**src/rtl/sa_job_sched.sv**
```systemverilog
// Two-requester arbiter and tile sequencer for the systolic array: grants one
// EKF stage at a time and walks its job tile by tile through compute and writeback.
module sa_job_sched #(
  parameter int RT_W = 4,
  parameter int CT_W = 4
) (
  input  logic            clk,
  input  logic            sys_rst_n,
  input  logic [1:0]      req,
  input  logic [RT_W-1:0] row_tiles0,
  input  logic [CT_W-1:0] col_tiles0,
  input  logic [RT_W-1:0] row_tiles1,
  input  logic [CT_W-1:0] col_tiles1,
  output logic [1:0]      gnt,
  output logic [1:0]      done,
  output logic            busy,
  output logic            sa_start,
  input  logic            sa_cal_done,
  output logic [RT_W-1:0] tile_row,
  output logic [CT_W-1:0] tile_col,
  output logic            wb_start,
  input  logic            wb_done
);

  typedef enum logic [2:0] {
    IDLE, LOAD, START, CALC, WB_START, WB_WAIT, NEXT, DONE
  } state_t;

  state_t          state, state_nxt;
  logic [RT_W-1:0] rows;
  logic [CT_W-1:0] cols;
  logic            prio1;
  logic [1:0]      gnt_nxt;
  logic [RT_W-1:0] sel_rows;
  logic [CT_W-1:0] sel_cols;
  logic            last_row, last_col;

  // prio1 is set once requester 0 has been served, so a tie goes to requester 1
  assign gnt_nxt  = (req[1] && (!req[0] || prio1)) ? 2'b10 :
                    (req[0] ? 2'b01 : 2'b00);
  assign sel_rows = gnt[1] ? row_tiles1 : row_tiles0;
  assign sel_cols = gnt[1] ? col_tiles1 : col_tiles0;
  assign last_row = (tile_row == rows - RT_W'(1));
  assign last_col = (tile_col == cols - CT_W'(1));

  assign busy     = (state != IDLE);
  assign sa_start = (state == START);
  assign wb_start = (state == WB_START);
  assign done     = (state == DONE) ? gnt : 2'b00;

  always_ff @(posedge clk or negedge sys_rst_n) begin
    if (!sys_rst_n) state <= IDLE;
    else            state <= state_nxt;
  end

  always_comb begin
    state_nxt = state;
    case (state)
      IDLE:     if (req != 2'b00) state_nxt = LOAD;
      LOAD:     state_nxt = (sel_rows == '0 || sel_cols == '0) ? DONE : START;
      START:    state_nxt = CALC;
      CALC:     if (sa_cal_done) state_nxt = WB_START;
      WB_START: state_nxt = WB_WAIT;
      WB_WAIT:  if (wb_done) state_nxt = NEXT;
      NEXT:     state_nxt = (last_row && last_col) ? DONE : START;
      DONE:     state_nxt = IDLE;
      default:  state_nxt = IDLE;
    endcase
  end

  always_ff @(posedge clk or negedge sys_rst_n) begin
    if (!sys_rst_n) begin
      gnt      <= 2'b00;
      rows     <= '0;
      cols     <= '0;
      tile_row <= '0;
      tile_col <= '0;
      prio1    <= 1'b0;
    end else begin
      case (state)
        IDLE: gnt <= gnt_nxt;
        LOAD: begin
          rows     <= sel_rows;
          cols     <= sel_cols;
          tile_row <= '0;
          tile_col <= '0;
        end
        NEXT: begin
          if (last_col) begin
            tile_col <= '0;
            tile_row <= tile_row + RT_W'(1);
          end else begin
            tile_col <= tile_col + CT_W'(1);
          end
        end
        DONE: begin
          gnt   <= 2'b00;
          prio1 <= gnt[0];
        end
        default: ;
      endcase
    end
  end

endmodule

```
**config.mk**
```make
export PLATFORM = sky130hd
export DESIGN_NAME = sa_job_sched
export DESIGN_NICKNAME = d
export VERILOG_FILES = /design/src/rtl/sa_job_sched.sv
export SDC_FILE = /design/constraint.sdc
export NUM_CORES = 1
export LEC_CHECK = 0
export BUFFER_PORTS_ARGS = -buffer_cell sky130_fd_sc_hd__buf_4
export CORE_MARGIN = 5
export CORE_UTILIZATION = 25
export CTS_CLUSTER_SIZE = 14
export DETAILED_ROUTE_END_ITERATION = 16
export GPL_TIMING_DRIVEN = 0
export PLACE_DENSITY = 0.52
export SYNTH_ARGS = -nofsm -noshare
export SYNTH_HDL_FRONTEND = slang
export SYNTH_SLANG_ARGS = --single-unit
```
**constraint.sdc**
```tcl
create_clock -name clk -period 1.8 [get_ports clk]
set_input_delay 0.36 -clock clk [delete_from_list [all_inputs] [get_ports clk]]
set_output_delay 0.36 -clock clk [all_outputs]
set_load 0.02 [all_outputs]
```
==> out/metrics.yaml, run 1 <==
synthesis:
  synth_compound_area_frac: 0.117
  yosysWarnings: 0
  syn_inst: 146
  synth_top_area_frac: 0.412
  synth_area_leaders: "dfrtp_1 (41%), mux2i_1 (6.7%), xnor2_1 (5.9%)"
  yosysMostFrequentCell: "dfrtp_1"
  synth_flop_cell: "dfrtp_1"
  yosys.area.top_type: "dfrtp_1"
  synth_edf_count: 0
  synth-xor-area-share: 0.102
  synth.net_count: 172
  synth_seq_area_share: 0.412
  synthAdderAreaFrac: 0.0375
  synth-simple-area-share: 0.219
  yosys-top-cells-count: "dfrtp_1 (22), nand2_1 (16), o21ai_0 (15)"
  yosysUniqueCellTypes: 32
  synth_top_family_by_area: "simple AND/OR/NAND/NOR gates"
  synth-seq-cells: 22
  netlist_area_um2: 1340
  syn_avg_cell_area_um2: 9.15
  ys_async_sr_fraction: 1.00
  synth.area.mux_share: 0.0758
global_routing:
  grt_usage: 0.0970
  antenna_found_initial: 0
  grt_pass1_vias: 1202
  globalRouteOverflowTotal: 0
  grt_max_degree: 23
  grt_pass1_wl_um: 5610
floorplan:
  fp.dieH_um: 83.1
  dieArea_um2: 6910
  die_w_um: 83.1
  num_rows: 26
  ios: 37
  core-area_um2: 5140
  initial_core_util: 0.260
route:
  num_vias: 1168
  wl_per_cell_um: 12.1
  wirelength_um: 3170
  drc: 0
  postRouteAntennaNets: 0
  vias_per_cell: 4.46
  dr.pass1.iters: 4
  drt_iter0_markers: 29
sta:
  fmax_mhz: 576
  setup-tns-final_ps: 0
  finalCritPeriodShare: 0.965
  hold-worst-slack_ps: 373
  max_slew_margin: 0.665
  finalHoldViolCount: 0
  tightest_slew_ps: 502
  fin_worst_skew_ps: 2.60
  setup_viol: 0
  slew_violations: 0
  finalCriticalPeriod_ps: 1740
  grt_setup_unrepaired: "yes"
final_layout:
  antennaDiodeCount: 0
  areaGrowthSynthToFinish_pct: 41.9
  instances_no_fill: 262
  layout.nets: 219
  layout-drive-gt1-share: 0.323
  fill_cells: 566
clock_network:
  clock_path_buffers: 2
  root_buffer: "clkbuf_8"
  cts_sinks: 22
  cts-buffers-inserted: 3
  clkLatencyLatePin_ps: 260
  cts_htree_levels: 1
  cts_tree: "built"
  clkTransAtPathRegs_ps: 80
worst_setup_path:
  path_class: "reg -> reg"
  cp-start-kind: "flop"
  cp_max_fo: 4
  critPathCaptureType: "flop"
  arrival_ps: 1880
  worstPathRequired_ps: 1940
worst_hold_path:
  hp-class: "in -> reg"
pwr:
  leakagePower_nw: 0.858
  p_total_mw: 2.90
  powerDensity_nw_per_um2: 1530
  irDropWorstVdd_uv: 653
placement:
  dp_hpwl_um: 2430
  place_congestion: 0.721
  placed_cells: 252
  portBuffers: 36
outcome:
  status: "finished clean"
job:
  max_cap_violations: 0
==> timing repair <==
action	CTS	global route
resized for setup	10	11
buffers inserted	2	4
setup endpoints to repair	6	10
hold buffers	1	0
hold endpoints to repair	22	0
pin swaps	2	3
==> routing by layer <==
layer	vias up	GRT usage	part of all wire
met5	-	0	0
met4	0	0.0253	0.0095
met3	4	0.0307	0.050
met2	33	0.147	0.46
met1	530	0.133	0.48
li1	601	-	-
==> cell families after synthesis <==
kind of cell | count (synthesis)
AOI/OAI and AO/OA | 27
adders and majority gates | 4
buffers and inverters | 13
muxes | 10
xor gates and xnor gates | 14
DFF | 22
and+or+nand+nor | 56
==> metrics by stage <==
stage	cell area (µm²)	util	setup WS, ps
2_1_floorplan	1340	-	109
3_3_place_gp	1690	0.330	-64.1
3_5_place_dp	1690	0.330	-85.9
4_1_cts	1830	0.356	1.43
5_1_grt	1900	0.369	-101
6_report	1900	0.369	63.4
==> area by class of cell <==
class / instances / area, µm² / share of cell area
Multi-Input combinational cell: 111 / 805 / 0.424
Sequential cell: 22 / 551 / 0.290
Timing Repair Buffer: 43 / 329 / 0.173
Tap cell: 70 / 87.6 / 0.0462
Clock buffer: 3 / 41.3 / 0.0218
Clock inverter: 1 / 30.0 / 0.0158
Buffer: 5 / 27.5 / 0.0145
Inverter: 7 / 26.3 / 0.0139
==> where the power goes <==
group	switching, mW	total, mW	internal, mW
clock	0.169	0.466	0.297
combinational	0.848	1.57	0.726
sequential	0.183	0.859	0.675
total	1.20	2.90	1.70
==> worst max-delay path: stages (launching register included) <==
cell and delay [ps]:
dfrtp_1 360, inv_1 50, ha_1 200, xnor3_1 350
nand3_2 190, nor3_4 60, a32oi_1 300, a21oi_1 110
==> registers in the layout (all words and copies together) (netlist names) <==
signal / cells
tile_row: 4
tile_col: 4
rows: 4
prio1: 1
gnt: 2
state: 3
cols: 4
==> final timing paths <==
check	start	endpoint	slack [ps]	cells after the start
max	cols[0]	state[0]	60	7
min	sa_cal_done	state[1]	370	3
max reg2reg	cols[0]	state[0]	60	7
min reg2reg	rows[3]	rows[3]	500	2
max in group asynchronous	sys_rst_n	state[0]	1050	2
min in group asynchronous	sys_rst_n	tile_col[3]	520	2
==> cell usage in the layout (no fill, tap or decap), types with 3 or more instances in the layout <==
cell,Yosys,routed
buf_4,0,42
dfrtp_1,22,22
nand2_1,16,16
o21ai_0,15,14
nor2_1,11,11
mux2i_1,9,9
xnor2_1,9,8
inv_1,7,7
a21oi_1,5,5
nand2b_1,4,4
xor2_1,4,4
nor4_1,5,4
ha_1,4,4
and2_1,3,3
nand3_1,3,3
nor3_1,5,3
clkbuf_8,0,3
(Power assumes the default switching activity.)
==> inputs of run 2 (changes only) <==
--- a/config.mk
+++ b/config.mk
@@ -5,6 +5,7 @@
 export SDC_FILE = /design/constraint.sdc
 export NUM_CORES = 1
 export LEC_CHECK = 0
+export ABC_AREA = 1
 export BUFFER_PORTS_ARGS = -buffer_cell sky130_fd_sc_hd__buf_4
 export CORE_MARGIN = 5
 export CORE_UTILIZATION = 25
==> run 2 against run 1 <==
Against the previous run: die area rose by 6.6%; critical path type is now reg -> out; utilization fell by 2.9 points; via count grew 17%; synthesized area grew 7.5%.
==> out/metrics.yaml, run 2 <==
outcome:
  status: "finished clean"
global_routing:
  grt_pass1_vias: 1340
  globalRouteOverflowTotal: 0
  grt_pass1_wl_um: 5820
  grt_max_degree: 23
  grt_usage: 0.0970
  antenna_found_initial: 0
synthesis:
  synth.net_count: 240
  yosys.area.top_type: "dfrtp_1"
  syn_avg_cell_area_um2: 6.71
  synth_area_leaders: "dfrtp_1 (38%), nand2_1 (21%), inv_1 (7.3%)"
  syn_inst: 214
  ys_async_sr_fraction: 1.00
  netlist_area_um2: 1440
  synth_flop_cell: "dfrtp_1"
  yosysUniqueCellTypes: 21
  synth_top_area_frac: 0.383
  synth-seq-cells: 22
  yosys-top-cells-count: "nand2_1 (79), inv_1 (28), dfrtp_1 (22)"
  yosysWarnings: 0
  synth_seq_area_share: 0.383
  yosysMostFrequentCell: "nand2_1"
  synth_edf_count: 0
route:
  dr.pass1.iters: 4
  drt_iter0_markers: 43
  drc: 0
  routed-wl-met3_um: 220
  highest_layer: "met4"
  vias_per_cell: 4.18
  wl_per_cell_um: 10.0
  num_vias: 1367
  dr_wl_met2_um: 1380
  drt-met1-wl_um: 1670
  postRouteAntennaNets: 0
  wirelength_um: 3280
clock_network:
  cts_sinks: 22
  cts_htree_levels: 1
  root_buffer: "clkbuf_8"
  cts-buffers-inserted: 3
  postCtsSetupBuffers: 0
  clock_path_buffers: 2
  clkTransAtPathRegs_ps: 80
  cts_tree: "built"
  clkLatencyLatePin_ps: 260
sta:
  fmax_mhz: 596
  setup-tns-final_ps: 0
  finalCriticalPeriod_ps: 1680
  max_slew_margin: 0.735
  tightest_slew_ps: 396
  slew_violations: 0
  finalHoldViolCount: 0
  fin_ws_ps: 122
  setup_viol: 0
  grt_setup_unrepaired: "no"
  finalCritPeriodShare: 0.932
  fin_worst_skew_ps: 4.39
floorplan:
  core-area_um2: 5540
  initial_core_util: 0.259
  num_rows: 27
  fp.dieH_um: 85.8
  dieArea_um2: 7360
  ios: 37
  die_w_um: 85.8
worst_setup_path:
  cp-start-kind: "flop"
  critPathLaunch: "state[1]"
  cp_max_fo: 7
  r2r_slack_ps: 200
  max_stage_delay_ps: 380
  r2r-start: "cols[0]"
  path_class: "reg -> out"
  cp-endpoint: "busy"
  reg2reg_to: "tile_row[3]"
  slowest_stage: "dfrtp_1"
  worstPathRequired_ps: 1440
  arrival_ps: 1320
  r2r_cells: 10
  worstPathCellList: "buf_6, nor2_2, nand2_1, buf_4"
  critPathCaptureType: "primary output"
final_layout:
  layout.nets: 282
  final_common_cell: "nand2_1"
  fill_cells: 641
  antennaDiodeCount: 0
  final_cell_mix: "nand2_1 (78), buf_4 (36), inv_1 (28)"
  layout-drive-gt1-share: 0.212
  areaGrowthSynthToFinish_pct: 31.1
worst_hold_path:
  hp-start: "sa_cal_done"
  hp-class: "in -> reg"
placement:
  portBuffers: 36
  dp_hpwl_um: 2700
  place_congestion: 0.764
  place_ws_ps: 158
pwr:
  irDropWorstVdd_uv: 640
  powerDensity_nw_per_um2: 1470
  leakagePower_nw: 1.00
job:
  max_cap_violations: 0
run 2: metal layers:
layer / GRT usage / vias up
met3: 0.0317 / 2
li1: - / 752
met4: 0.0173 / 0
met5: 0 / -
met1: 0.130 / 577
met2: 0.154 / 36
run 2: kinds of logic after synthesis:
logic type                 count (synthesis)  synth area share
and+or+nand+nor                          121             0.350
adders and majority gates                  4            0.0348
xor gates and xnor gates                   7            0.0427
AOI/OAI and AO/OA                         24            0.0880
DFF                                       22             0.383
buffers and inverters                     36             0.101
run 2: metrics by stage:
stage	power (mW)	hold WS, ps	utilization	std cells	area, µm²
global placement	2.33	271	0.324	322	1800
global route	3.07	384	0.340	327	1880
floorplan	1.92	64.4	-	214	1440
finish	2.77	390	0.340	327	1880
detailed placement	2.33	270	0.324	322	1800
CTS	2.81	384	0.339	327	1880
run 2: area by class of cell:
class                      count  area [µm²]  area share
inverter                      33         124      0.0658
timing repair buffer          37         280       0.149
buffer                         3        21.3      0.0113
clock buffer                   3        41.3      0.0219
multi-input combinational    156         746       0.396
clock inverter                 1        30.0      0.0159
sequential                    22         551       0.292
tap                           72        90.1      0.0478
run 2: timing repair:
item / in CTS / in global routing
hold buffers: 1 / 0
setup endpoints to repair: 0 / 6
endpoints found under the hold margin: 22 / 0
resized for setup: 0 / 2
run 2: worst min path at each step:
stage / cells past startpoint / end
2_1_floorplan: 0 / cols[0]
3_3_place_gp: 1 / tile_col[2]
3_5_place_dp: 1 / tile_col[2]
4_1_cts: 3 / gnt[0]
5_1_grt: 3 / gnt[0]
6_report: 4 / state[1]
run 2: power by group:
part	internal, mW	switching [mW]	total [mW]
logic	0.582	0.906	1.49
clock network	0.297	0.163	0.461
registers	0.672	0.147	0.819
run 2: worst max-delay path: cells and delay by family, from the launching register on:
kind          cells  cell delay (ps)
simple gates      2              360
buf+inv           2              310
flops             1              380
==> inputs of run 3 (changes only) <==
--- a/config.mk
+++ b/config.mk
@@ -13,6 +13,7 @@
 export DETAILED_ROUTE_END_ITERATION = 16
 export GPL_TIMING_DRIVEN = 0
 export PLACE_DENSITY = 0.52
+export SETUP_SLACK_MARGIN = 0.5
 export SYNTH_ARGS = -nofsm -noshare
 export SYNTH_HDL_FRONTEND = slang
 export SYNTH_SLANG_ARGS = --single-unit
==> run 3 against run 2 <==
Against the previous run: utilization is 8.5 points higher; sequential share of layout area shrank 5.5 points; count of clock-buffer cells in the layout unchanged; clock power barely moved; power up 37%; worst setup slack better by 140 ps; critical endpoint is now wb_start; worst hold slack got worse by 11 ps; largest power group unchanged.
==> out/metrics.yaml, run 3 (synthesized netlist as in run 2, its figures left out) <==
global_routing:
  grt_max_degree: 23
  grt_pass1_wl_um: 6440
  grt_pass1_vias: 1480
  antenna_found_initial: 0
  grt_usage: 0.107
  globalRouteOverflowTotal: 0
sta:
  fin_ws_ps: 260
  finalHoldViolCount: 0
  fin_worst_skew_ps: 4.57
  tightest_slew_ps: 299
  max_slew_margin: 0.801
  setup_viol: 0
  hold-worst-slack_ps: 379
  finalCritPeriodShare: 0.855
  fmax_mhz: 650
  slew_violations: 0
  finalCriticalPeriod_ps: 1540
  setup-tns-final_ps: 0
  grt_setup_unrepaired: "yes"
placement:
  place_ws_ps: 241
  place_congestion: 0.781
  dp_hpwl_um: 2680
  portBuffers: 36
floorplan:
  die_w_um: 85.8
  initial_core_util: 0.259
  dieArea_um2: 7360
  ios: 37
  num_rows: 27
  core-area_um2: 5540
  fp.dieH_um: 85.8
worst_setup_path:
  crit_buf_inv: 3
  cp-start-kind: "flop"
  worstPathCellList: "buf_6, nor2_4, inv_2, nor2_2, buf_6"
  arrival_ps: 1180
  max_stage_delay_ps: 380
  r2r_slack_ps: 290
  path_common_cell: "buf_6"
  cp_top_family: "flip-flops"
  worstPathRequired_ps: 1440
  slowest_stage: "dfrtp_1"
  reg2reg_to: "state[0]"
  r2r_cells: 8
  cp_max_fo: 6
  path_class: "reg -> out"
  critPathCaptureType: "primary output"
  r2r-start: "cols[0]"
worst_hold_path:
  hp-class: "in -> reg"
  hold_end: "gnt[0]"
  hp-start: "req[0]"
  hold_depth: 3
route:
  postRouteAntennaNets: 0
  drt_iter0_markers: 29
  drc: 0
  wirelength_um: 3970
  wl_per_cell_um: 11.0
  dr.pass1.iters: 4
  num_vias: 1561
  vias_per_cell: 4.34
final_layout:
  fill_cells: 589
  final_cell_mix: "nand2_1 (72), buf_4 (61), inv_1 (22)"
  final_common_cell: "nand2_1"
  antennaDiodeCount: 0
  layout.nets: 315
  areaGrowthSynthToFinish_pct: 64.0
  layout-drive-gt1-share: 0.424
  postLayoutCoreUtil: 0.425
outcome:
  status: "finished clean"
clock_network:
  cts_htree_levels: 1
  clock_path_buffers: 2
  clkTransAtPathRegs_ps: 80
  cts-buffers-inserted: 3
  cts_sinks: 22
  cts_tree: "built"
  root_buffer: "clkbuf_8"
  clkLatencyLatePin_ps: 260
pwr:
  p_total_mw: 3.79
  irDropWorstVdd_uv: 726
  leakagePower_nw: 1.20
  powerDensity_nw_per_um2: 1610
job:
  max_cap_violations: 0
## run 3: changes by cell type in the layout (fill, tap and decap cells not counted), sizes merged
cell	previous run	this run
buf	39	72
## run 3: layout make-up
cell class / count / area, µm² / area share
Buffer: 3 / 33.8 / 0.0143
Clock buffer: 3 / 41.3 / 0.0175
Clock inverter: 1 / 30.0 / 0.0127
Inverter: 33 / 141 / 0.0600
Multi-Input combinational cell: 156 / 893 / 0.379
Sequential cell: 22 / 559 / 0.237
Tap cell: 72 / 90.1 / 0.0382
Timing Repair Buffer: 70 / 567 / 0.241
## run 3: stage by stage
| stage | std cells | area (µm²) |
|---|---|---|
| 6_report | 360 | 2360 |
| 5_1_grt | 360 | 2360 |
| 4_1_cts | 340 | 2100 |
| 3_5_place_dp | 322 | 1820 |
| 3_3_place_gp | 322 | 1820 |
| 2_1_floorplan | 214 | 1460 |
## run 3: per-layer routing
layer,track usage,up-vias,part of all wire
li1,-,818,-
met1,0.137,704,0.46
met2,0.178,37,0.47
met3,0.0346,2,0.060
met4,0.0201,0,0.0038
met5,0,-,0
## run 3: worst max path at each step
stage | startpoint | to | slack, ps | depth (start not counted)
after CTS | state[2] | sa_start | 250 | 4
after floorplan | cols[0] | tile_row[0] | 360 | 9
after global placement | cols[0] | tile_row[3] | 240 | 10
final | state[1] | wb_start | 260 | 5
after global routing | state[1] | wb_start | 200 | 5
after detailed placement | cols[1] | tile_row[3] | 240 | 10
## run 3: power breakdown
group / switching [mW] / total [mW] / internal [mW]
Clock: 0.167 / 0.464 / 0.297
Sequential: 0.171 / 0.854 / 0.682
Combinational: 1.29 / 2.48 / 1.19
Total: 1.62 / 3.79 / 2.17
## run 3: what timing repair did
action | 4_1_cts | 5_1_grt
pin swaps | 6 | 7
setup buffers | 13 | 19
gates cloned | 0 | 1
hold buffers | 1 | 0
resized for setup | 29 | 36
setup endpoints to repair | 24 | 28
endpoints found under the hold margin | 22 | 0
## run 3: worst register-to-register path, cell delays in order (launching register included)
cell,delay [ps]
dfrtp_1,390
inv_2,80
ha_4,200
xnor2_1,120
nor2_1,110
nand2_2,90
nor2_4,160
nand3_2,140
a21oi_2,140
